File: src/rtl/bin_to_bcd_if.sv
// Start/ready/done handshake bundle for the binary-to-BCD converter.
// The master drives the operand; the slave (converter) returns digits and status.
interface bin_to_bcd_if #(
  parameter int WIDTH  = 8,
  parameter int DIGITS = 2
);
  logic             start;
  logic [WIDTH-1:0] bin_value;
  logic             ready;
  logic             done_tick;
  logic [3:0]       bcd_value [DIGITS];
  logic             overflow;

  modport master (
    output start, bin_value,
    input  ready, done_tick, bcd_value, overflow
  );

  modport slave (
    input  start, bin_value,
    output ready, done_tick, bcd_value, overflow
  );
endinterface

File: src/rtl/bin_to_bcd.sv
// Sequential double-dabble converter: one shift-add-3 iteration per clock.
// Results saturate to all nines with overflow set when the value needs more than DIGITS digits.
//
// state | meaning
// IDLE  | ready, waiting for start
// OP    | one adjust+shift iteration per clock, n counts down
// DONE  | single-cycle done_tick, outputs hold the new result
module bin_to_bcd #(
  parameter int WIDTH  = 8,
  parameter int DIGITS = 2
) (
  input logic clk,
  input logic reset,
  bin_to_bcd_if.slave bus
);
  localparam int NW = $clog2(WIDTH + 1);
  localparam int BW = 4 * DIGITS;

  typedef enum logic [1:0] {IDLE, OP, DONE} state_t;

  state_t           state_q, state_d;
  logic [WIDTH-1:0] bin_q, bin_d;
  logic [BW-1:0]    bcd_q, bcd_d;
  logic [NW-1:0]    n_q, n_d;
  logic             ovf_q, ovf_d;
  logic [BW-1:0]    out_q, out_d;
  logic             out_ovf_q, out_ovf_d;
  logic [BW-1:0]    adj;
  logic [BW-1:0]    nines;

  // Adjusted digits are at most 12, so no carry ever crosses a digit boundary.
  always_comb begin
    adj   = '0;
    nines = '0;
    for (int i = 0; i < DIGITS; i++) begin
      adj[4*i +: 4]   = (bcd_q[4*i +: 4] > 4'd4) ? bcd_q[4*i +: 4] + 4'd3 : bcd_q[4*i +: 4];
      nines[4*i +: 4] = 4'd9;
    end
  end

  always_comb begin
    state_d   = state_q;
    bin_d     = bin_q;
    bcd_d     = bcd_q;
    n_d       = n_q;
    ovf_d     = ovf_q;
    out_d     = out_q;
    out_ovf_d = out_ovf_q;
    case (state_q)
      IDLE: begin
        if (bus.start) begin
          bin_d   = bus.bin_value;
          bcd_d   = '0;
          n_d     = NW'(WIDTH);
          ovf_d   = 1'b0;
          state_d = OP;
        end
      end
      OP: begin
        // The bit leaving the top digit means the value no longer fits.
        ovf_d = ovf_q | adj[BW-1];
        bcd_d = {adj[BW-2:0], bin_q[WIDTH-1]};
        bin_d = bin_q << 1;
        n_d   = n_q - 1'b1;
        if (n_q == NW'(1)) begin
          out_d     = ovf_d ? nines : bcd_d;
          out_ovf_d = ovf_d;
          state_d   = DONE;
        end
      end
      DONE:    state_d = IDLE;
      default: state_d = IDLE;
    endcase
  end

  always_ff @(posedge clk or posedge reset) begin
    if (reset) begin
      state_q   <= IDLE;
      bin_q     <= '0;
      bcd_q     <= '0;
      n_q       <= '0;
      ovf_q     <= 1'b0;
      out_q     <= '0;
      out_ovf_q <= 1'b0;
    end else begin
      state_q   <= state_d;
      bin_q     <= bin_d;
      bcd_q     <= bcd_d;
      n_q       <= n_d;
      ovf_q     <= ovf_d;
      out_q     <= out_d;
      out_ovf_q <= out_ovf_d;
    end
  end

  assign bus.ready     = (state_q == IDLE);
  assign bus.done_tick = (state_q == DONE);
  assign bus.overflow  = out_ovf_q;

  for (genvar g = 0; g < DIGITS; g++) begin : g_digit
    assign bus.bcd_value[g] = out_q[4*g +: 4];
  end
endmodule

File: src/flat_wrapper.sv
// flat-port wrapper written by rule: the top's interface ports become plain ports
module bin_to_bcd_flat 
#(
  parameter int WIDTH  = 8,
  parameter int DIGITS = 2
)
  (clk, reset, bus_start, bus_bin_value, bus_ready, bus_done_tick, bus_bcd_value, bus_overflow);
  bin_to_bcd_if #(.WIDTH(WIDTH), .DIGITS(DIGITS)) bus_i ();
  input logic clk;
  input logic reset;
  input wire logic [$bits(bus_i.start)-1:0] bus_start;
  input wire logic [$bits(bus_i.bin_value)-1:0] bus_bin_value;
  output wire logic [$bits(bus_i.ready)-1:0] bus_ready;
  output wire logic [$bits(bus_i.done_tick)-1:0] bus_done_tick;
  output wire logic [$bits(bus_i.bcd_value)-1:0] bus_bcd_value;
  output wire logic [$bits(bus_i.overflow)-1:0] bus_overflow;
  assign bus_i.start = bus_start;
  assign bus_i.bin_value = bus_bin_value;
  assign bus_ready = bus_i.ready;
  assign bus_done_tick = bus_i.done_tick;
  assign bus_bcd_value = {>>{bus_i.bcd_value}};
  assign bus_overflow = bus_i.overflow;
  bin_to_bcd #(.WIDTH(WIDTH), .DIGITS(DIGITS)) u_core (.clk(clk), .reset(reset), .bus(bus_i));
endmodule
File: config.mk
export PLATFORM = sky130hd
export DESIGN_NAME = bin_to_bcd_flat
export DESIGN_NICKNAME = d
export VERILOG_FILES = /design/src/rtl/bin_to_bcd_if.sv /design/src/rtl/bin_to_bcd.sv /design/src/flat_wrapper.sv
export SDC_FILE = /design/constraint.sdc
export NUM_CORES = 1
export LEC_CHECK = 0
export BUFFER_PORTS_ARGS = -buffer_cell sky130_fd_sc_hd__buf_2
export CAP_MARGIN = 5
export CORE_MARGIN = 10
export CORE_UTILIZATION = 45
export DETAILED_ROUTE_END_ITERATION = 10
export PLACE_DENSITY = 0.65
export SLEW_MARGIN = 20
export SYNTH_ARGS = -nofsm -noshare
export SYNTH_HDL_FRONTEND = slang
export SYNTH_SLANG_ARGS = --single-unit
File: constraint.sdc
create_clock -name clk -period 2.4 [get_ports clk]
set_clock_uncertainty 0.15 [all_clocks]
set_input_delay 0.72 -clock clk [delete_from_list [all_inputs] [get_ports clk]]
set_output_delay 0.72 -clock clk [all_outputs]
set_load 0.01 [all_outputs]
==> flow_summary_export.csv, run 1 <==
group,metric,value,unit
drt,detail-route-antenna-nets,0,
finish,drive_gt1_frac,0.1958,
clock_network,clk_pin_slew,100,ps
setup_path,cp-start-kind,"register",
clock_network,cts_tree,"yes",
floorplan,core-area,3337,sq um
timing,slew_viol_final,0,
timing,setup_violations,0,
timing,rsz0062_at_grt,"false",
run,cap_violations,0,
timing,slew_headroom,0.6576,
drt,drt_iter0_markers,87,
floorplan,fp.dieW,78.79,um
drt,num_vias,1267,
clock_network,cts_resized,0,
finish,synthToLayoutAreaGrowth,13.92,%
floorplan,die_h,78.79,um
synth,yosysWarnings,0,
clock_network,cts-root-buf,"clkbuf_4",
power_and_ir_drop,combPwrFrac,0.422,
clock_network,post_cts_buffers,0,
placement,dp_hpwl,2393,um
power_and_ir_drop,vdd_drop_max,0.5503,mV
global_routing,gr-usage-all-layers,0.1094,
setup_path,path_class,"register to primary output",
drt,avgViaCountPerCell,5.391,
global_routing,grt_pass1_vias,1269,
global_routing,grt_pass1_wl,5609,um
worst_hold_path,hp-class,"input pin to async pin",
timing,timing.hold.ws,305.6,ps
timing,hold_viol,0,
floorplan,start_util,0.4661,
timing,fmax,466.1,MHz
power_and_ir_drop,p_switching,0.9369,mW
placement,place_congestion,0.7512,
finish,final_cell_mix,"dfrtp_1, o21ai_0, buf_2",
synth,synthCells,164,
timing,worst_pin_slew,512.5,ps
power_and_ir_drop,swShare,0.4159,
clock_network,cts_max_level,2,
synth,syn_avg_cell_area,9.483,sq um
drt,drt_pass1_iterations,4,
clock_network,clock_latency,330,ps
global_routing,antenna_found_initial,0,
synth,synth_nets,180,
drt,drt-total-wl,3279,um
synth,netlist_area,1555,sq um
timing,fin_crit,2145,ps
synth,synth_cell_types,27,
power_and_ir_drop,pwr-share-clk,0.142,
placement,placedCellCount,227,
finish,fin_nets,204,
drt,route.detailed.drc,0,
placement,port_buffers,21,
clock_network,clk_path_buf_depth,2,
global_routing,grt-ovfl-total,0,
timing,fin_tns_setup,0,ps
synth,synthArstFlopShare,1.000,
power_and_ir_drop,cellPowerDensity,1271,nW/um^2
power_and_ir_drop,power.leakage,0.8009,nW
setup_path,crit_fanout,15,
floorplan,io_pins,22,
outcome,status,"complete, no violations",
setup_path,endpoint_kind,"primary output",
setup_path,required,1530,ps
drt,post_drt_wl_per_cell,13.95,um
finish,layout_commonest_cell,"dfrtp_1",
synth,synthFlopType,"dfrtp_1",
synth,synth_edf_count,0,
setup_path,arrival,1280,ps
finish,antenna_cells,0,
power_and_ir_drop,internal_power,1.316,mW
placement,place_area,1710,sq um
floorplan,row_count,21,
finish,stdcell_area,1772,sq um
clock_network,cts_buffers,5,
synth,synth_seq_area_share,0.5149,
synth,synth-seq-cells,32,
floorplan,die-area,6208,sq um
power_and_ir_drop,power_frac_seq,0.436,
finish,fin_cells,235,
global_routing,grt_max_degree,33,
clock_network,clock_sink_count,32,
clock_network,holdBufCountCts,0,
timing,finalCritPeriodShare,0.8939,
==> logic make-up after synthesis <==
family          after synthesis  share of synthesized area
compound gates               59                     0.2269
xor+xnor                      2                    0.01127
fa+ha+maj                     5                    0.04023
buf+inv                      17                    0.04343
flops                        32                     0.5149
mux                           2                    0.01448
simple gates                 47                     0.1488
==> cell usage after synthesis, drive strengths merged (2+ instances only) <==
cell type | instances | share of area
a21oi | 15 | 0.048
a22oi | 8 | 0.039
a31oi | 3 | 0.012
buf | 3 | 0.0097
clkbuf | 4 | 0.0097
dfrtp | 32 | 0.51
ha | 5 | 0.040
inv | 9 | 0.022
mux2 | 2 | 0.014
nand2 | 18 | 0.043
nor2 | 8 | 0.019
nor2b | 12 | 0.048
nor3 | 4 | 0.016
nor3b | 2 | 0.0097
o21ai | 24 | 0.080
o21bai | 2 | 0.0097
o31ai | 4 | 0.019
xnor2 | 2 | 0.011
==> metal layers <==
| metal | up-vias | GRT usage | routed length [um] |
|---|---|---|---|
| met3 | 4 | 0.04730 | 235 |
| li1 | 616 | - | - |
| met4 | 0 | 0.03763 | 21 |
| met2 | 31 | 0.1834 | 1615 |
| met5 | - | 0 | 0 |
| met1 | 616 | 0.1216 | 1406 |
==> final cells by class <==
cell class,count,area [sq um]
well taps,46,57.56
repair buffers,24,127.6
fillers,324,1565
multi-input cells,115,686.9
inverters,10,37.54
flip-flops and latches,32,800.8
clock inverters,2,10.01
clock buffers,6,51.30
==> path summary, 6_finish.rpt <==
check | startpoint | endpoint | slack, ps | cells after the start
worst max-delay path | u_core.state_q[1]$_DFFE_PP0P_ | bus_done_tick | 250 | 2
worst min-delay path | reset | u_core.bin_q[3]$_DFFE_PP0P_ | 310 | 3
worst max register to register | u_core.bcd_q[4]$_DFFE_PP0P_ | u_core.out_q[6]$_DFFE_PP0P_ | 460 | 6
worst min register to register | u_core.out_q[1]$_DFFE_PP0P_ | u_core.out_q[1]$_DFFE_PP0P_ | 340 | 2
max in group asynchronous | reset | u_core.bcd_q[7]$_DFFE_PP0P_ | 1510 | 3
min in group clk | u_core.out_q[1]$_DFFE_PP0P_ | u_core.out_q[1]$_DFFE_PP0P_ | 340 | 2
==> worst max-delay path: stages, from the launching register on <==
cell	delay, ps
dfrtp_1	620
nor2b_1	180
buf_2	140
==> flip-flops by register name (all words and copies together), names as in the netlist <==
register / cells
u_core.bcd_q: 8
u_core.bin_q: 8
u_core.bus.overflow: 1
u_core.n_q: 4
u_core.out_q: 8
u_core.ovf_q: 1
u_core.state_q: 2
==> per-stage QoR <==
stage	setup WS [ps]	utilization	power, mW
5_1_grt	159.3	0.5309	2.466
3_3_place_gp	530.4	0.5126	1.898
3_5_place_dp	449.4	0.5126	1.954
4_1_cts	241.1	0.5309	2.284
2_1_floorplan	642.6	-	1.657
6_report	254.7	0.5309	2.253
==> power groups by stage <==
stage / registers (mW) / logic, mW / clock network, mW
final: 0.983 / 0.951 / 0.319
after CTS: 0.981 / 0.970 / 0.334
after global placement: 0.985 / 0.913 / 0
after floorplan: 0.956 / 0.701 / 0
after detailed placement: 0.989 / 0.964 / 0
after global routing: 1.02 / 1.09 / 0.357
Note: power is estimated with default switching activity, not from simulation.
==> run 2, diff against run 1 <==
--- a/config.mk
+++ b/config.mk
@@ -8,9 +8,9 @@
 export BUFFER_PORTS_ARGS = -buffer_cell sky130_fd_sc_hd__buf_2
 export CAP_MARGIN = 5
 export CORE_MARGIN = 10
-export CORE_UTILIZATION = 45
+export CORE_UTILIZATION = 56
 export DETAILED_ROUTE_END_ITERATION = 10
-export PLACE_DENSITY = 0.65
+export PLACE_DENSITY = 0.78
 export SLEW_MARGIN = 20
 export SYNTH_ARGS = -nofsm -noshare
 export SYNTH_HDL_FRONTEND = slang
==> constraint.sdc (replaced) <==
create_clock -name clk -period 2.4 [get_ports clk]
set_clock_uncertainty 0.15 [all_clocks]
set_input_delay 0.12 -clock clk [delete_from_list [all_inputs] [get_ports clk]]
set_output_delay 0.12 -clock clk [all_outputs]
set_load 0.01 [all_outputs]
==> flow_summary_export.csv, run 2 (same netlist as run 1, synthesis figures left out) <==
group,metric,value,unit
floorplan,die_h,72.70,um
drt,drt-total-wl,3413,um
timing,fin_tns_setup,0,ps
placement,port_buffers,21,
timing,setup_violations,0,
finish,fin_nets,212,
drt,route.detailed.drc,0,
floorplan,fp.dieW,72.70,um
clock_network,clk_pin_slew,100,ps
clock_network,clock_sink_count,32,
finish,drive_gt1_frac,0.1777,
timing,fmax,517.2,MHz
timing,slew_viol_final,0,
global_routing,grt_pass1_wl,5865,um
clock_network,clock_latency,330,ps
timing,slew_headroom,0.3448,
drt,post_drt_wl_per_cell,14.97,um
power_and_ir_drop,cellPowerDensity,1236,nW/um^2
timing,fin_crit,1934,ps
clock_network,cts_tree,"yes",
floorplan,start_util,0.5739,
clock_network,cts_max_level,2,
setup_path,required,2450,ps
placement,place_area,1684,sq um
drt,drt_iter0_markers,92,
finish,antenna_cells,0,
clock_network,cts-root-buf,"clkbuf_4",
placement,place_congestion,0.7719,
global_routing,antenna_found_initial,0,
global_routing,grt_pass1_vias,1248,
timing,worst_pin_slew,980.8,ps
timing,hold_viol,0,
global_routing,grt-ovfl-total,0,
clock_network,holdBufCountCts,9,
floorplan,row_count,19,
global_routing,gr-usage-all-layers,0.1395,
finish,fin_cells,228,
setup_path,cp-start-kind,"register",
setup_path,crit_fanout,15,
drt,num_vias,1279,
power_and_ir_drop,power.leakage,0.8267,nW
finish,synthToLayoutAreaGrowth,18.10,%
timing,finalCritPeriodShare,0.8057,
floorplan,die-area,5285,sq um
setup_path,endpoint_kind,"register",
finish,fin_util,0.6777,
finish,top_regs,"u_core.bcd_q (8), u_core.bin_q (8), u_core.out_q (8)",
worst_hold_path,hp-class,"input pin to register",
power_and_ir_drop,vdd_drop_max,0.9131,mV
drt,drt_pass1_iterations,4,
setup_path,path_class,"register to register",
floorplan,core-area,2710,sq um
finish,layout_commonest_cell,"dfrtp_1",
global_routing,grt_max_degree,33,
drt,detail-route-antenna-nets,0,
placement,dp_hpwl,2451,um
power_and_ir_drop,total_power,2.270,mW
clock_network,cts_buffers,5,
drt,avgViaCountPerCell,5.610,
floorplan,io_pins,22,
timing,timing.hold.ws,101.6,ps
clock_network,post_cts_buffers,0,
outcome,status,"complete, no violations",
finish,final_cell_mix,"dfrtp_1, o21ai_0, buf_2",
placement,pre_cts_ws,515.4,ps
clock_network,clk_path_buf_depth,2,
finish,stdcell_area,1837,sq um
timing,final.setup.worst_slack,466.3,ps
timing,rsz0062_at_grt,"false",
setup_path,arrival,1980,ps
run,cap_violations,0,
placement,placedCellCount,211,
clock_network,cts_resized,0,
run 2: area by class of cell:
type / instances / area (sq um)
fillers: 218 / 873.3
flip-flops and latches: 32 / 800.8
multi-input cells: 115 / 686.9
repair buffers: 32 / 210.2
clock buffers: 7 / 55.05
well taps: 31 / 38.79
inverters: 10 / 37.54
clock inverters: 1 / 7.507
run 2: worst paths after layout:
| kind | cells past startpoint | slack [ps] | start | endpoint |
|---|---|---|---|---|
| max | 3 | 470 | u_core.state_q[0]$_DFFE_PP0P_ | u_core.n_q[3]$_DFFE_PP0P_ |
| min | 4 | 100 | bus_start | u_core.bin_q[2]$_DFFE_PP0P_ |
| max reg2reg | 3 | 470 | u_core.state_q[0]$_DFFE_PP0P_ | u_core.n_q[3]$_DFFE_PP0P_ |
| min reg2reg | 2 | 330 | u_core.out_q[5]$_DFFE_PP0P_ | u_core.out_q[5]$_DFFE_PP0P_ |
| max in group asynchronous | 4 | 1570 | reset | u_core.bcd_q[6]$_DFFE_PP0P_ |
| min in group asynchronous | 4 | 250 | reset | u_core.bcd_q[0]$_DFFE_PP0P_ |
run 2: worst max-delay path, cell delays in order (launching register included):
cell	delay, ps
dfrtp_1	540
o21bai_1	840
nor2b_1	220
a21oi_1	50
run 2: where the power goes:
group	internal (mW)	leakage (nW)	switching, mW
sequential	0.768	0.398	0.225
clock	0.143	0.0315	0.182
combinational	0.409	0.397	0.543
total	1.32	0.827	0.950
run 2: layer usage:
metal	vias to the layer above	wire length (um)	GRT usage
met4	0	48	0.07173
met1	619	1460	0.1642
met3	5	127	0.03946
met2	18	1776	0.2254
li1	637	-	-
met5	-	0	0
